$ cat src/rtl/stack_cpu_ctrl.sv
// -----------------------------------------------------------------------------
// stack_cpu_ctrl
//
// Multi-cycle control unit for the 16-bit stack-machine datapath. Latches the
// fetched instruction into ir, sequences FETCH/EX1/EX2/HALT and generates every
// datapath strobe. Branch condition evaluation stays in the datapath; this
// block only selects the conditional incrementer mode via pci.
//
// Ports:
//   clk       system clock, all state on rising edge
//   reset     asynchronous, active-low reset
//   instr_in  instruction word from instruction memory at current PC
//   ir        latched instruction register (drives datapath isr)
//   regw      register-bank write
//   memw      stack-memory write at mem[SP]
//   memin     memory data select: 0 = reg x, 1 = PC, 2 = sign-extended imm
//   sflag     flag register update
//   spi       SP next value: 0 = hold, 1 = SP+1, 2 = SP-1
//   spw       SP write enable
//   pcin      PC source: 0 = mem[SP], 1 = incrementer
//   pci       incrementer mode: 0 = PC+1, 1 = PC+1+imm if cc
//   pcw       PC write enable
//   halted    high in HALT state
// -----------------------------------------------------------------------------
module stack_cpu_ctrl #(
   parameter logic [15:0] IR_RESET = 16'h0000
) (
   input  logic        clk,
   input  logic        reset,
   input  logic [15:0] instr_in,
   output logic [15:0] ir,
   output logic        regw,
   output logic        memw,
   output logic [1:0]  memin,
   output logic        sflag,
   output logic [1:0]  spi,
   output logic        spw,
   output logic        pcin,
   output logic        pci,
   output logic        pcw,
   output logic        halted
);

   typedef enum logic [1:0] {
      ST_FETCH,
      ST_EX1,
      ST_EX2,
      ST_HALT
   } state_t;

   typedef enum logic [3:0] {
      OP_ALU,
      OP_PUSH_REG,
      OP_POP,
      OP_PUSH_IMM,
      OP_BRANCH,
      OP_CALL,
      OP_RET,
      OP_HALT,
      OP_NOP
   } op_t;

   typedef struct packed {
      logic       regw;
      logic       memw;
      logic [1:0] memin;
      logic       sflag;
      logic [1:0] spi;
      logic       spw;
      logic       pcin;
      logic       pci;
      logic       pcw;
      logic       halted;
   } ctrl_t;

   state_t      state_q;
   state_t      state_nxt;
   logic [15:0] ir_q;
   logic [15:0] ir_nxt;
   op_t         op_nxt;
   ctrl_t       ctrl_q;
   ctrl_t       ctrl_nxt;

   // ir only moves in FETCH; everywhere else instr_in is ignored.
   always_comb begin
      ir_nxt = ir_q;
      if (state_q == ST_FETCH) begin
         ir_nxt = instr_in;
      end
   end

   // Decode of the instruction that will be held in the next state. Outside
   // FETCH this equals the current ir, so the same decode drives both the
   // state transition out of EX1 and the registered strobes.
   always_comb begin
      op_nxt = OP_NOP;
      case (ir_nxt[15:14])
         2'b00: begin
            if (ir_nxt[13:11] != 3'b000) begin
               op_nxt = OP_ALU;
            end
         end
         2'b01: begin
            case (ir_nxt[7:5])
               3'b000:  op_nxt = OP_PUSH_REG;
               3'b001:  op_nxt = OP_POP;
               3'b010:  op_nxt = OP_PUSH_IMM;
               default: op_nxt = OP_NOP;
            endcase
         end
         2'b10: begin
            op_nxt = OP_BRANCH;
         end
         default: begin
            case (ir_nxt[13:12])
               2'b00:   op_nxt = OP_CALL;
               2'b01:   op_nxt = OP_RET;
               2'b10:   op_nxt = OP_HALT;
               default: op_nxt = OP_NOP;
            endcase
         end
      endcase
   end

   always_comb begin
      state_nxt = state_q;
      case (state_q)
         ST_FETCH: state_nxt = ST_EX1;
         ST_EX1: begin
            case (op_nxt)
               OP_PUSH_REG,
               OP_PUSH_IMM,
               OP_CALL,
               OP_RET:  state_nxt = ST_EX2;
               OP_HALT: state_nxt = ST_HALT;
               default: state_nxt = ST_FETCH;
            endcase
         end
         ST_EX2:  state_nxt = ST_FETCH;
         ST_HALT: state_nxt = ST_HALT;
         default: state_nxt = ST_FETCH;
      endcase
   end

   // Strobes are computed for the state being entered and registered with it,
   // so they are Moore outputs of (state, ir) with no combinational path.
   always_comb begin
      ctrl_nxt = '0;
      case (state_nxt)
         ST_EX1: begin
            case (op_nxt)
               OP_ALU: begin
                  ctrl_nxt.regw  = 1'b1;
                  ctrl_nxt.sflag = 1'b1;
                  ctrl_nxt.pcw   = 1'b1;
                  ctrl_nxt.pcin  = 1'b1;
               end
               OP_PUSH_REG,
               OP_PUSH_IMM,
               OP_CALL: begin
                  ctrl_nxt.spw = 1'b1;
                  ctrl_nxt.spi = 2'd2;
               end
               OP_POP: begin
                  ctrl_nxt.regw = 1'b1;
                  ctrl_nxt.spw  = 1'b1;
                  ctrl_nxt.spi  = 2'd1;
                  ctrl_nxt.pcw  = 1'b1;
                  ctrl_nxt.pcin = 1'b1;
               end
               OP_BRANCH: begin
                  ctrl_nxt.pcw  = 1'b1;
                  ctrl_nxt.pcin = 1'b1;
                  ctrl_nxt.pci  = 1'b1;
               end
               OP_RET: begin
                  // PC <= mem[SP]; memw stays low so mem and PC-from-mem never overlap.
                  ctrl_nxt.pcw  = 1'b1;
                  ctrl_nxt.pcin = 1'b0;
               end
               OP_HALT: begin
                  ctrl_nxt = '0;
               end
               default: begin
                  ctrl_nxt.pcw  = 1'b1;
                  ctrl_nxt.pcin = 1'b1;
               end
            endcase
         end
         ST_EX2: begin
            case (op_nxt)
               OP_PUSH_REG: begin
                  ctrl_nxt.memw  = 1'b1;
                  ctrl_nxt.memin = 2'd0;
                  ctrl_nxt.pcw   = 1'b1;
                  ctrl_nxt.pcin  = 1'b1;
               end
               OP_PUSH_IMM: begin
                  ctrl_nxt.memw  = 1'b1;
                  ctrl_nxt.memin = 2'd2;
                  ctrl_nxt.pcw   = 1'b1;
                  ctrl_nxt.pcin  = 1'b1;
               end
               OP_CALL: begin
                  // Stores the CALL's own PC, then jumps PC+1+imm.
                  ctrl_nxt.memw  = 1'b1;
                  ctrl_nxt.memin = 2'd1;
                  ctrl_nxt.pcw   = 1'b1;
                  ctrl_nxt.pcin  = 1'b1;
                  ctrl_nxt.pci   = 1'b1;
               end
               OP_RET: begin
                  // Resume after the CALL and pop the return slot together.
                  ctrl_nxt.pcw  = 1'b1;
                  ctrl_nxt.pcin = 1'b1;
                  ctrl_nxt.spw  = 1'b1;
                  ctrl_nxt.spi  = 2'd1;
               end
               default: begin
                  ctrl_nxt = '0;
               end
            endcase
         end
         ST_HALT: begin
            ctrl_nxt.halted = 1'b1;
         end
         default: begin
            ctrl_nxt = '0;
         end
      endcase
   end

   always_ff @(posedge clk or negedge reset) begin
      if (!reset) begin
         state_q <= ST_FETCH;
         ir_q    <= IR_RESET;
         ctrl_q  <= '0;
      end else begin
         state_q <= state_nxt;
         ir_q    <= ir_nxt;
         ctrl_q  <= ctrl_nxt;
      end
   end

   assign ir     = ir_q;
   assign regw   = ctrl_q.regw;
   assign memw   = ctrl_q.memw;
   assign memin  = ctrl_q.memin;
   assign sflag  = ctrl_q.sflag;
   assign spi    = ctrl_q.spi;
   assign spw    = ctrl_q.spw;
   assign pcin   = ctrl_q.pcin;
   assign pci    = ctrl_q.pci;
   assign pcw    = ctrl_q.pcw;
   assign halted = ctrl_q.halted;

endmodule

$ cat config.mk
export PLATFORM = sky130hd
export DESIGN_NAME = stack_cpu_ctrl
export DESIGN_NICKNAME = d
export VERILOG_FILES = /design/src/rtl/stack_cpu_ctrl.sv
export SDC_FILE = /design/constraint.sdc
export NUM_CORES = 1
export LEC_CHECK = 0
export ABC_AREA = 0
export CORE_AREA = 2 2 59 61
export CTS_CLUSTER_SIZE = 30
export DETAILED_ROUTE_END_ITERATION = 8
export DIE_AREA = 0 0 61 63
export GPL_ROUTABILITY_DRIVEN = 0
export PLACE_DENSITY = 0.86
export SLEW_MARGIN = 20
export SYNTH_ARGS = -nofsm -noshare
export SYNTH_HDL_FRONTEND = slang
export SYNTH_SLANG_ARGS = --single-unit
$ cat constraint.sdc
create_clock -name clk -period 7.2 [get_ports clk]
set_input_delay 0.72 -clock clk [delete_from_list [all_inputs] [get_ports clk]]
set_output_delay 0.72 -clock clk [all_outputs]
set_load 0.05 [all_outputs]
==> summary by stage <==
Outcome
The run finished with clean final reports.

Synthesis
The synthesized design devotes to its leading area cell type 50.4% of total area. The number of warnings printed during yosys synthesis is 0. After synthesis, the netlist uses 43 different library cells.

The flip-flop and latch count after synthesis is 30. The total nets after synthesis is 176. The number of standard cells after synthesis is 157. A synthesized cell averages 9.48 um^2. The combined area of all synthesized cells is 1490 um^2.

Of the synthesized area, sequential elements account for around 50%. Sorting the synthesized cells by area gives the leading types as dfrtp_1 50%, nand2_1 11%, a21oi_1 2.4%. The largest total area in the synthesized netlist belongs to dfrtp_1.

STA
Setup repair after global routing left no endpoint under its margin. The headroom to the max-slew limit is 56.0%. The final-report max-slew violation count is 0. The smallest clock period supported by the final layout is computed as approximately 2800 ps.

The number of hold violations in the final report is 0. The worst path uses 38.5% of the clock period. Setup violations remaining at the end of the flow were counted as 0. The clock tree skew after final layout is approximately 6.7 ps. For this run, the top clock speed supported by timing is 361 MHz. The actual transition at the worst max-transition pin is 660 ps. Setup slack on the critical path of the routed design comes to 4430 ps.

Setup total negative slack on the finished layout was measured at 0 ps.

Clock network
The maximum clock path buffer count is 2. The root buffer cell chosen for the clock tree is clkbuf_4. The TritonCTS sink count is 30. The CTS buffer count is 5. In this run the number of H-tree levels came out at 2. In this run the post-CTS setup repair buffer count came out at 0. The quantity of gates resized following cts is 0. At the later pin of the worst-skew pair, clock insertion delay measures 320 ps. The CTS tree is done. The hold-fix buffer count after cts is 0. After clock tree synthesis, the clock-pin slew on the worst setup and hold paths is ~90 ps.

Final layout
In the layout the commonest cells are 45 x clkdlybuf4s50_1, 42 x nand2_1, 30 x dfrtp_1, 8 x nor2_1, 7 x a21oi_1. The count of inserted antenna diode cells is 0. The non-filler instance count after layout is 249. Compared with the post-synthesis result, the final layout area differs by 35.5%.

The net count of the finished layout is 221. In the final layout, the share of cells above drive strength 1 is 9.36%. The most common cell after layout, fill and taps aside is clkdlybuf4s50_1.

Critical path
The critical path in this run is classified as in -> reg. Along the worst path, the maximum fanout reaches 6. The worst setup path is captured at a flip-flop. The arrival time at the worst endpoint is 3020 ps. The data required time of the worst path is 7450 ps. The nature of the critical path startpoint is an input port.

Drt
The detailed-route via count is 1295. Once detail routing completed, the nets flagged for antenna violations numbered 0. The iteration count of the initial detailed-routing pass is 4. In the final routed layout, each cell accounts on average for 13.0 um. After detailed routing, the number of vias per cell comes to 5.20.

The number of DRC markers in iteration 0 is 28. The final layout contains routed wiring with a total length of 3230 um. The number of DRC violations after detailed routing is 0.

Placed design
The detailed placement HPWL is 2280 um. OpenSTA, run right after detailed placement, puts the worst setup slack at 4110 ps. Port buffering added 45 buffers. After detailed placement, the design holds a cell count of 241.

Global route
The pin count of the biggest net entering global routing is 31. The first-pass GRT wire length is 5430 um. The number of global-route vias before repair was 1275. The initial antenna violation count was 0. Global routing finished with a remaining overflow of 0. For this run, the total global-route usage over all layers was measured as 18.7%.

Floorplan
The boundary pin count is 46. The initial utilization of the core area, before any placement, comes to 46.1%. The die is around 63 um tall. The width of the die is 61 um. After floorplanning, the core was sized to cover 3230 um^2. The row count is 21. The die area is 3840 um^2.

Run
The number of max-cap violations is 0.

Hold path
In this run the worst hold path is classified as reg -> reg.
==> layout make-up <==
class | count | area [um^2]
Timing Repair Buffer | 46 | 458
Clock buffer | 7 | 55.1
Multi-Input combinational cell | 115 | 676
Fill cell | 276 | 1210
Clock inverter | 1 | 5.00
Sequential cell | 30 | 751
Inverter | 4 | 15.0
Tap cell | 46 | 57.6
==> cell usage after synthesis, drive strengths merged <==
master and n:
nand2 42, dfrtp 30, nor2 10, o21ai 9
a21oi 8, nor4 5, buf 4, clkbuf 4
inv 4, nor3 4, o211ai 4, nand3b 3
or3 3, and2 2, nand2b 2, o31a 2
or2 2, xnor2 2, a211oi 1, a21boi 1
a21o 1, a31oi 1, and3b 1, ha 1
mux2 1, nand4bb 1, nor3b 1, nor4b 1
o2111a 1, o21a 1, o2bb2ai 1, o32ai 1
o41ai 1, or3b 1, or4b 1
==> kinds of logic after synthesis <==
family / share of synthesized area (%)
adders and majority gates: 0.840
and+or+nand+nor: 27.1
xor gates and xnor gates: 1.18
buffers and inverters: 4.20
muxes: 0.756
DFF: 50.4
AOI/OAI and AO/OA: 15.5
==> flip-flops by register name, indices dropped and copies added (netlist names) <==
register	cells
regw	1
memin	2
spi	2
pcw	1
memw	1
pci	1
spw	1
pcin	1
sflag	1
halted	1
state_q	2
ir	16
==> layer usage <==
layer / GRT usage (%) / share of wire [%]
met5: 0 / 0
met4: 8.70 / 1.5
met3: 6.83 / 6.0
met2: 29.0 / 47
met1: 22.5 / 45
==> worst max-delay path, stage by stage <==
cell and delay [ps]:
clkdlybuf4s50_1 460, nor3b_1 180, or2_2 360, ha_1 370, or3_1 440, a21oi_1 180, o21ai_0 120, a21oi_1 180
==> final timing paths <==
| kind | cells past startpoint | from | to | slack, ps |
|---|---|---|---|---|
| worst max-delay path | 8 | instr_in[12] | pcin$_DFF_PN0_ | 4430 |
| worst min-delay path | 2 | ir[1]$_DFFE_PN0P_ | ir[1]$_DFFE_PN0P_ | 480 |
| worst max register to register | 7 | state_q[0]$_DFF_PN0_ | pcin$_DFF_PN0_ | 4550 |
| worst min register to register | 2 | ir[1]$_DFFE_PN0P_ | ir[1]$_DFFE_PN0P_ | 480 |
| max in group asynchronous | 2 | reset | sflag$_DFF_PN0_ | 6160 |
| min in group asynchronous | 2 | reset | ir[5]$_DFF_PN0_ | 770 |
==> stage by stage <==
stage	util (%)	instance area, um^2	hold WS, ps
final	62.4	2020	483
after global routing	62.4	2020	508
after CTS	62.4	2020	489
after detailed placement	60.5	1960	466
after global placement	60.5	1960	457
after floorplan	-	1490	424
Power is left out: the tool's default activity adds up to more than one toggle a clock period on the data nets, which glitch-free logic cannot reach.
